**config.mk**
```make
export PLATFORM = sky130hd
export DESIGN_NAME = led_fader
export DESIGN_NICKNAME = d
export VERILOG_FILES = /design/src/rtl/led_fader_pkg.sv /design/src/rtl/led_fade_channel.sv /design/src/rtl/led_fader.sv
export SDC_FILE = /design/constraint.sdc
export NUM_CORES = 1
export LEC_CHECK = 0
export CORE_MARGIN = 1
export CORE_UTILIZATION = 30
export DETAILED_ROUTE_END_ITERATION = 7
export DONT_BUFFER_PORTS = 1
export PLACE_DENSITY = 0.45
export SLEW_MARGIN = 10
export SYNTH_ARGS = -nofsm -noshare
export SYNTH_HDL_FRONTEND = slang
export SYNTH_SLANG_ARGS = --single-unit
```
**constraint.sdc**
```tcl
create_clock -name clk -period 4.43 [get_ports clk]
set_input_delay 0.886 -clock clk [delete_from_list [all_inputs] [get_ports clk]]
set_output_delay 0.886 -clock clk [all_outputs]
set_load 0.02 [all_outputs]
```
**src/rtl/led_fader_pkg.sv**
```systemverilog
// -----------------------------------------------------------------------------
// led_fader_pkg
//   Shared defaults for the LED fader block. The defaults are the production
//   configuration: 8 channels, 8-bit PWM, one fade step every 1024 clocks, and
//   active-high LED drive. Both the top and the per-channel sub-module take
//   their parameter defaults from here, so the two files cannot drift apart.
// -----------------------------------------------------------------------------
package led_fader_pkg;

  localparam int DEF_LED_WIDTH  = 8;
  localparam int DEF_PWM_WIDTH  = 8;
  localparam int DEF_STEP_DIV   = 1024;
  localparam int DEF_ACTIVE_LOW = 0;

  // Maps the integer polarity parameter onto the single XOR bit applied at
  // the output register.
  function automatic logic out_invert(input int active_low);
    logic inv_s;
    if (active_low != 0) begin
      inv_s = 1'b1;
    end else begin
      inv_s = 1'b0;
    end
    return inv_s;
  endfunction

endpackage

```
**src/rtl/led_fade_channel.sv**
```systemverilog
// -----------------------------------------------------------------------------
// led_fade_channel
//   One LED channel of the fader. It holds the channel's duty register, steps
//   the duty by one toward the requested level on each fade tick (saturating at
//   0 and DUTY_MAX), compares the duty against the shared PWM counter, and
//   registers the resulting drive bit. In bypass mode the duty register tracks
//   the request directly (0 or DUTY_MAX), so switching back to fade mode starts
//   from the level the LED already shows.
//
// Ports
//   clk        in   1          clock
//   rst        in   1          synchronous reset, active-high
//   en         in   1          1 = fade/PWM mode, 0 = bypass
//   tick       in   1          one-cycle fade step strobe
//   led_q      in   1          registered on/off request for this channel
//   pwm_cnt    in   PWM_WIDTH  shared free-running PWM counter
//   led_out    out  1          registered LED drive (polarity applied)
//   at_target  out  1          duty currently equals the requested level
// -----------------------------------------------------------------------------
module led_fade_channel
  import led_fader_pkg::*;
#(
  parameter int PWM_WIDTH  = DEF_PWM_WIDTH,
  parameter int ACTIVE_LOW = DEF_ACTIVE_LOW
) (
  input  logic                 clk,
  input  logic                 rst,
  input  logic                 en,
  input  logic                 tick,
  input  logic                 led_q,
  input  logic [PWM_WIDTH-1:0] pwm_cnt,
  output logic                 led_out,
  output logic                 at_target
);

  localparam logic [PWM_WIDTH-1:0] DUTY_MAX  = {PWM_WIDTH{1'b1}};
  localparam logic [PWM_WIDTH-1:0] DUTY_ZERO = {PWM_WIDTH{1'b0}};
  localparam logic [PWM_WIDTH-1:0] DUTY_ONE  = {{(PWM_WIDTH-1){1'b0}}, 1'b1};
  localparam logic                 OUT_INV   = out_invert(ACTIVE_LOW);

  logic [PWM_WIDTH-1:0] duty_r;
  logic [PWM_WIDTH-1:0] duty_nxt_s;
  logic [PWM_WIDTH-1:0] target_s;
  logic                 on_s;
  logic                 drive_s;
  logic                 led_out_r;

  // Requested level, PWM compare and the pre-polarity drive bit.
  always_comb begin
    target_s = DUTY_ZERO;
    on_s     = 1'b0;
    drive_s  = 1'b0;
    if (led_q) begin
      target_s = DUTY_MAX;
    end else begin
      target_s = DUTY_ZERO;
    end
    // Full duty is forced on so the LED never blinks off once per PWM period.
    on_s = (duty_r == DUTY_MAX) | (pwm_cnt < duty_r);
    if (en) begin
      drive_s = on_s;
    end else begin
      drive_s = led_q;
    end
  end

  // Next duty: bypass snaps to the request, fade steps once per tick.
  always_comb begin
    duty_nxt_s = duty_r;
    if (!en) begin
      duty_nxt_s = target_s;
    end else if (tick && led_q && (duty_r != DUTY_MAX)) begin
      duty_nxt_s = duty_r + DUTY_ONE;
    end else if (tick && !led_q && (duty_r != DUTY_ZERO)) begin
      duty_nxt_s = duty_r - DUTY_ONE;
    end else begin
      duty_nxt_s = duty_r;
    end
  end

  // Duty register and registered LED drive.
  always_ff @(posedge clk) begin
    if (rst) begin
      duty_r    <= DUTY_ZERO;
      led_out_r <= OUT_INV;
    end else begin
      duty_r    <= duty_nxt_s;
      led_out_r <= drive_s ^ OUT_INV;
    end
  end

  assign led_out   = led_out_r;
  assign at_target = (duty_r == target_s);

endmodule

```
**src/rtl/led_fader.sv**
```systemverilog
// -----------------------------------------------------------------------------
// led_fader
//   PWM fader between the blinky pattern source and the LED output registers.
//   Each LED's brightness ramps one duty step per fade tick toward fully on or
//   fully off instead of switching hard. With en=0 the fader is bypassed and
//   the registered pattern goes straight to the outputs.
//
// Ports
//   clk        in   1          clock
//   rst        in   1          synchronous reset, active-high
//   en         in   1          1 = fade/PWM mode, 0 = bypass
//   led_in     in   LED_WIDTH  requested on/off pattern (clk domain)
//   led_out    out  LED_WIDTH  PWM LED drive, registered
//   fade_done  out  1          every channel's duty equals its target, registered
// -----------------------------------------------------------------------------
module led_fader
  import led_fader_pkg::*;
#(
  parameter int LED_WIDTH  = DEF_LED_WIDTH,
  parameter int PWM_WIDTH  = DEF_PWM_WIDTH,
  parameter int STEP_DIV   = DEF_STEP_DIV,
  parameter int ACTIVE_LOW = DEF_ACTIVE_LOW
) (
  input  logic                 clk,
  input  logic                 rst,
  input  logic                 en,
  input  logic [LED_WIDTH-1:0] led_in,
  output logic [LED_WIDTH-1:0] led_out,
  output logic                 fade_done
);

  localparam int                   PRESC_W    = $clog2(STEP_DIV);
  localparam logic [PRESC_W-1:0]   PRESC_LAST = PRESC_W'(STEP_DIV - 1);
  localparam logic [PRESC_W-1:0]   PRESC_ONE  = {{(PRESC_W-1){1'b0}}, 1'b1};
  localparam logic [PWM_WIDTH-1:0] PWM_ONE    = {{(PWM_WIDTH-1){1'b0}}, 1'b1};

  logic [LED_WIDTH-1:0] led_in_q_r;
  logic [PWM_WIDTH-1:0] pwm_cnt_r;
  logic [PRESC_W-1:0]   presc_r;
  logic                 tick_s;
  logic [LED_WIDTH-1:0] at_target_s;
  logic                 fade_done_r;

  assign tick_s = (presc_r == PRESC_LAST);

  // Input register, PWM counter, fade prescaler and the completion flag.
  always_ff @(posedge clk) begin
    if (rst) begin
      led_in_q_r  <= {LED_WIDTH{1'b0}};
      pwm_cnt_r   <= {PWM_WIDTH{1'b0}};
      presc_r     <= {PRESC_W{1'b0}};
      fade_done_r <= 1'b1;
    end else begin
      led_in_q_r  <= led_in;
      pwm_cnt_r   <= pwm_cnt_r + PWM_ONE;
      // Explicit wrap so a non-power-of-two divider still gives one tick
      // every STEP_DIV cycles; the prescaler ignores en on purpose.
      if (tick_s) begin
        presc_r <= {PRESC_W{1'b0}};
      end else begin
        presc_r <= presc_r + PRESC_ONE;
      end
      fade_done_r <= &at_target_s;
    end
  end

  for (genvar i = 0; i < LED_WIDTH; i++) begin : g_ch
    led_fade_channel #(
      .PWM_WIDTH  (PWM_WIDTH),
      .ACTIVE_LOW (ACTIVE_LOW)
    ) u_ch (
      .clk       (clk),
      .rst       (rst),
      .en        (en),
      .tick      (tick_s),
      .led_q     (led_in_q_r[i]),
      .pwm_cnt   (pwm_cnt_r),
      .led_out   (led_out[i]),
      .at_target (at_target_s[i])
    );
  end

  assign fade_done = fade_done_r;

endmodule

```
==> results.toml <==
[clock_network]
cts_resized = 0
cts_setup_buffers = 0
htree_num_levels = 3
clock_latency_ps = 360
clk_pin_slew_ps = 70
cts-root-buf = "clkbuf_16"
cts_sinks = 99
ctsHoldBuffers = 0
cts_tree = "done"
cts-buffers-inserted = 9
clockBufferDepth = 2

[logic_synthesis]
netlist_area_um2 = 7873
synth_enable_flop_cells = 0
ys_types = 59
yosysTopAreaCell = "dfxtp_1"
ys_warn_count = 0
ys_seq_elements = 99
syn_area_per_cell_um2 = 8.348
synthFlopType = "dfxtp_1"
seq_area_frac_synth_pct = 25.17
syn_nets = 1076
ys_async_sr_fraction_pct = 0
netlist_instances = 943
yosysTopAreaCellShare_pct = 25.17
yosys-top-cells-area = "dfxtp_1, ha_1, a21oi_1, xnor2_1, mux2i_1"

[floorplanning]
rows = 58
core-area_um2 = 25470
io_pins = 20
dieArea_um2 = 26890
die_h_um = 164.0
initial_core_util_pct = 30.91
die_w_um = 164.0

[placement]
gp_congestion = 0.7764
io_buffers = 0
dp_hpwl_mm = 13.59
place_area_um2 = 8114

[timing]
worstMarginPinSlew_ps = 865.0
post-route-min-period_ps = 3443
maxSlewViolCount = 0
skew_ps = 9.022
finalSetupTns_ps = 0
rsz0062_at_grt = "no"
relSlewSlack_pct = 42.22
post-route-period-util_pct = 77.72
hold_viol_final = 0
finalSetupViolCount = 0
clock.fmax_mhz = 290.5

[global_routing]
grt.overflow.total = 0
grt_max_degree = 94
grt_pass1_vias = 6289
grtUsageTotal_pct = 15.47
antenna_found_initial = 0
grt_pass1_wl_mm = 33.01

[worst_setup_path]
timing.rr.start = "presc_r[0]$_SDFF_PP0_"
worstSetupPathType = "flop to flop"
cp_max_fo = 20
end_kind = "flop"
timing.rr.end = "g_ch[7].u_ch.duty_r[7]$_SDFFE_PP0P_"
crit_required_ps = 4640
startpoint_type = "flop"
r2r_cells = 12
rrSetupSlack_ps = 990
arrival_ps = 3660

[job]
drv_cap = 0

[detailed_routing]
vias = 6419
vias_per_cell = 5.111
dr.pass1.iters = 4
wl_mm = 19.56
postRouteAntennaNets = 0
drc = 0
wl_per_cell_um = 15.57
drt_iter0_markers = 405

[run_status]
status = "finished clean"

[final_layout]
synthToLayoutAreaGrowth_pct = 6.977
fin_nets = 1054
final_area_um2 = 8422
drive_gt1_share_pct = 3.456
diodes = 0
final_common_cell = "ha_1"
final_cell_mix = "ha_1, a21oi_1, dfxtp_1"

[min_path]
holdPathStages = 1
min_to = "presc_r[0]$_SDFF_PP0_"
hp-start = "presc_r[0]$_SDFF_PP0_"
hold_class = "flop to flop"

[power_and_ir_drop]
power.density_nw_per_um2 = 290.6
ir_drop_v = 0.0001509
p_leak_nw = 3.363
synthesized netlist by cell type (7+ instances only):
cell type	count
o211ai_1	8
a21o_1	29
o21ai_0	39
xnor2_1	38
nand2_1	28
nand4_1	17
ha_1	114
nor4_1	15
xor2_1	22
inv_1	67
o21bai_1	14
nor2b_1	19
o22ai_1	7
dfxtp_1	99
clkbuf_1	16
nand3_1	28
nor3_1	25
a211oi_1	25
mux2i_1	27
nand2b_1	18
fa_1	8
nor2_1	71
a21oi_1	112
o21a_1	12
buf_4	13
or3_1	7
a31oi_1	8
sequential cells by signal, indices dropped and copies added, names as in the netlist:
register	flops
g_ch.u_ch.duty_r	64
presc_r	10
g_ch.u_ch.led_out	8
led_in_q_r	8
pwm_cnt_r	8
fade_done	1
cells by family (layout without fill, tap and decap cells):
group | count (synthesis) | in the layout | share of synthesized area [%]
compound gates | 280 | 280 | 22.00
simple gates | 249 | 249 | 16.31
fa+ha+maj | 122 | 122 | 20.15
buf+inv | 102 | 85 | 5.642
flops | 99 | 99 | 25.17
xor+xnor | 60 | 60 | 6.675
mux | 31 | 31 | 4.053
where the power goes:
part / internal, mW / switching, mW / total [mW]
registers: 0.948 / 0.101 / 1.05
logic: 0.275 / 0.280 / 0.555
clock network: 0.459 / 0.384 / 0.843
total: 1.68 / 0.765 / 2.45
layout make-up:
| class | count | area, µm² |
|---|---|---|
| tap | 330 | 412.9 |
| clock inverter | 6 | 68.82 |
| clock buffer | 10 | 239.0 |
| multi-input combinational | 742 | 5453 |
| timing repair buffer | 2 | 15.01 |
| sequential | 99 | 1982 |
| inverter | 67 | 251.5 |
| fill | 2672 | 17050 |
layer usage:
metal / share of wire (%) / up-vias / GRT usage, %
met1: 52 / 2986 / 21.12
met5: 0 / - / 0
met3: 2.1 / 11 / 2.273
li1: - / 3377 / -
met2: 45 / 45 / 25.23
met4: 0.92 / 0 / 4.209
critical path: stages, from the launching register on:
cell      delay, ps
dfxtp_1         390
ha_1            250
nand4_1         200
nor3_4          240
buf_4           300
nand3_1         360
ha_1            420
a211oi_1        300
o21bai_1        150
o22a_1          210
mux2_2          280
nor3_1          130
nor4_1           80
metrics by stage:
stage               power (mW)  hold slack (ps)  cells  worst slack, ps  util, %
global route             2.613            507.9   1256            599.0    33.06
finish                   2.447            500.1   1256            987.1    33.06
CTS                      2.493            496.3   1256            946.0    33.06
floorplan                1.529            441.4    943             1170        -
detailed placement       1.625            472.2   1240            942.2    31.85
global placement         1.629            465.8   1240             1012    31.85
worst max path at each step:
stage                                     start                             endpoint  slack [ps]  cells after the start
after CTS                 presc_r[0]$_SDFF_PP0_  g_ch[7].u_ch.duty_r[7]$_SDFFE_PP0P_         950                     12
after detailed placement  presc_r[0]$_SDFF_PP0_  g_ch[7].u_ch.duty_r[7]$_SDFFE_PP0P_         940                     12
after global routing      presc_r[1]$_SDFF_PP0_  g_ch[4].u_ch.duty_r[7]$_SDFFE_PP0P_         600                     12
after floorplan           presc_r[0]$_SDFF_PP0_  g_ch[2].u_ch.duty_r[7]$_SDFFE_PP0P_        1170                     12
final                     presc_r[0]$_SDFF_PP0_  g_ch[7].u_ch.duty_r[7]$_SDFFE_PP0P_         990                     12
after global placement    presc_r[0]$_SDFF_PP0_  g_ch[7].u_ch.duty_r[7]$_SDFFE_PP0P_        1010                     12
(Power assumes the default switching activity.)
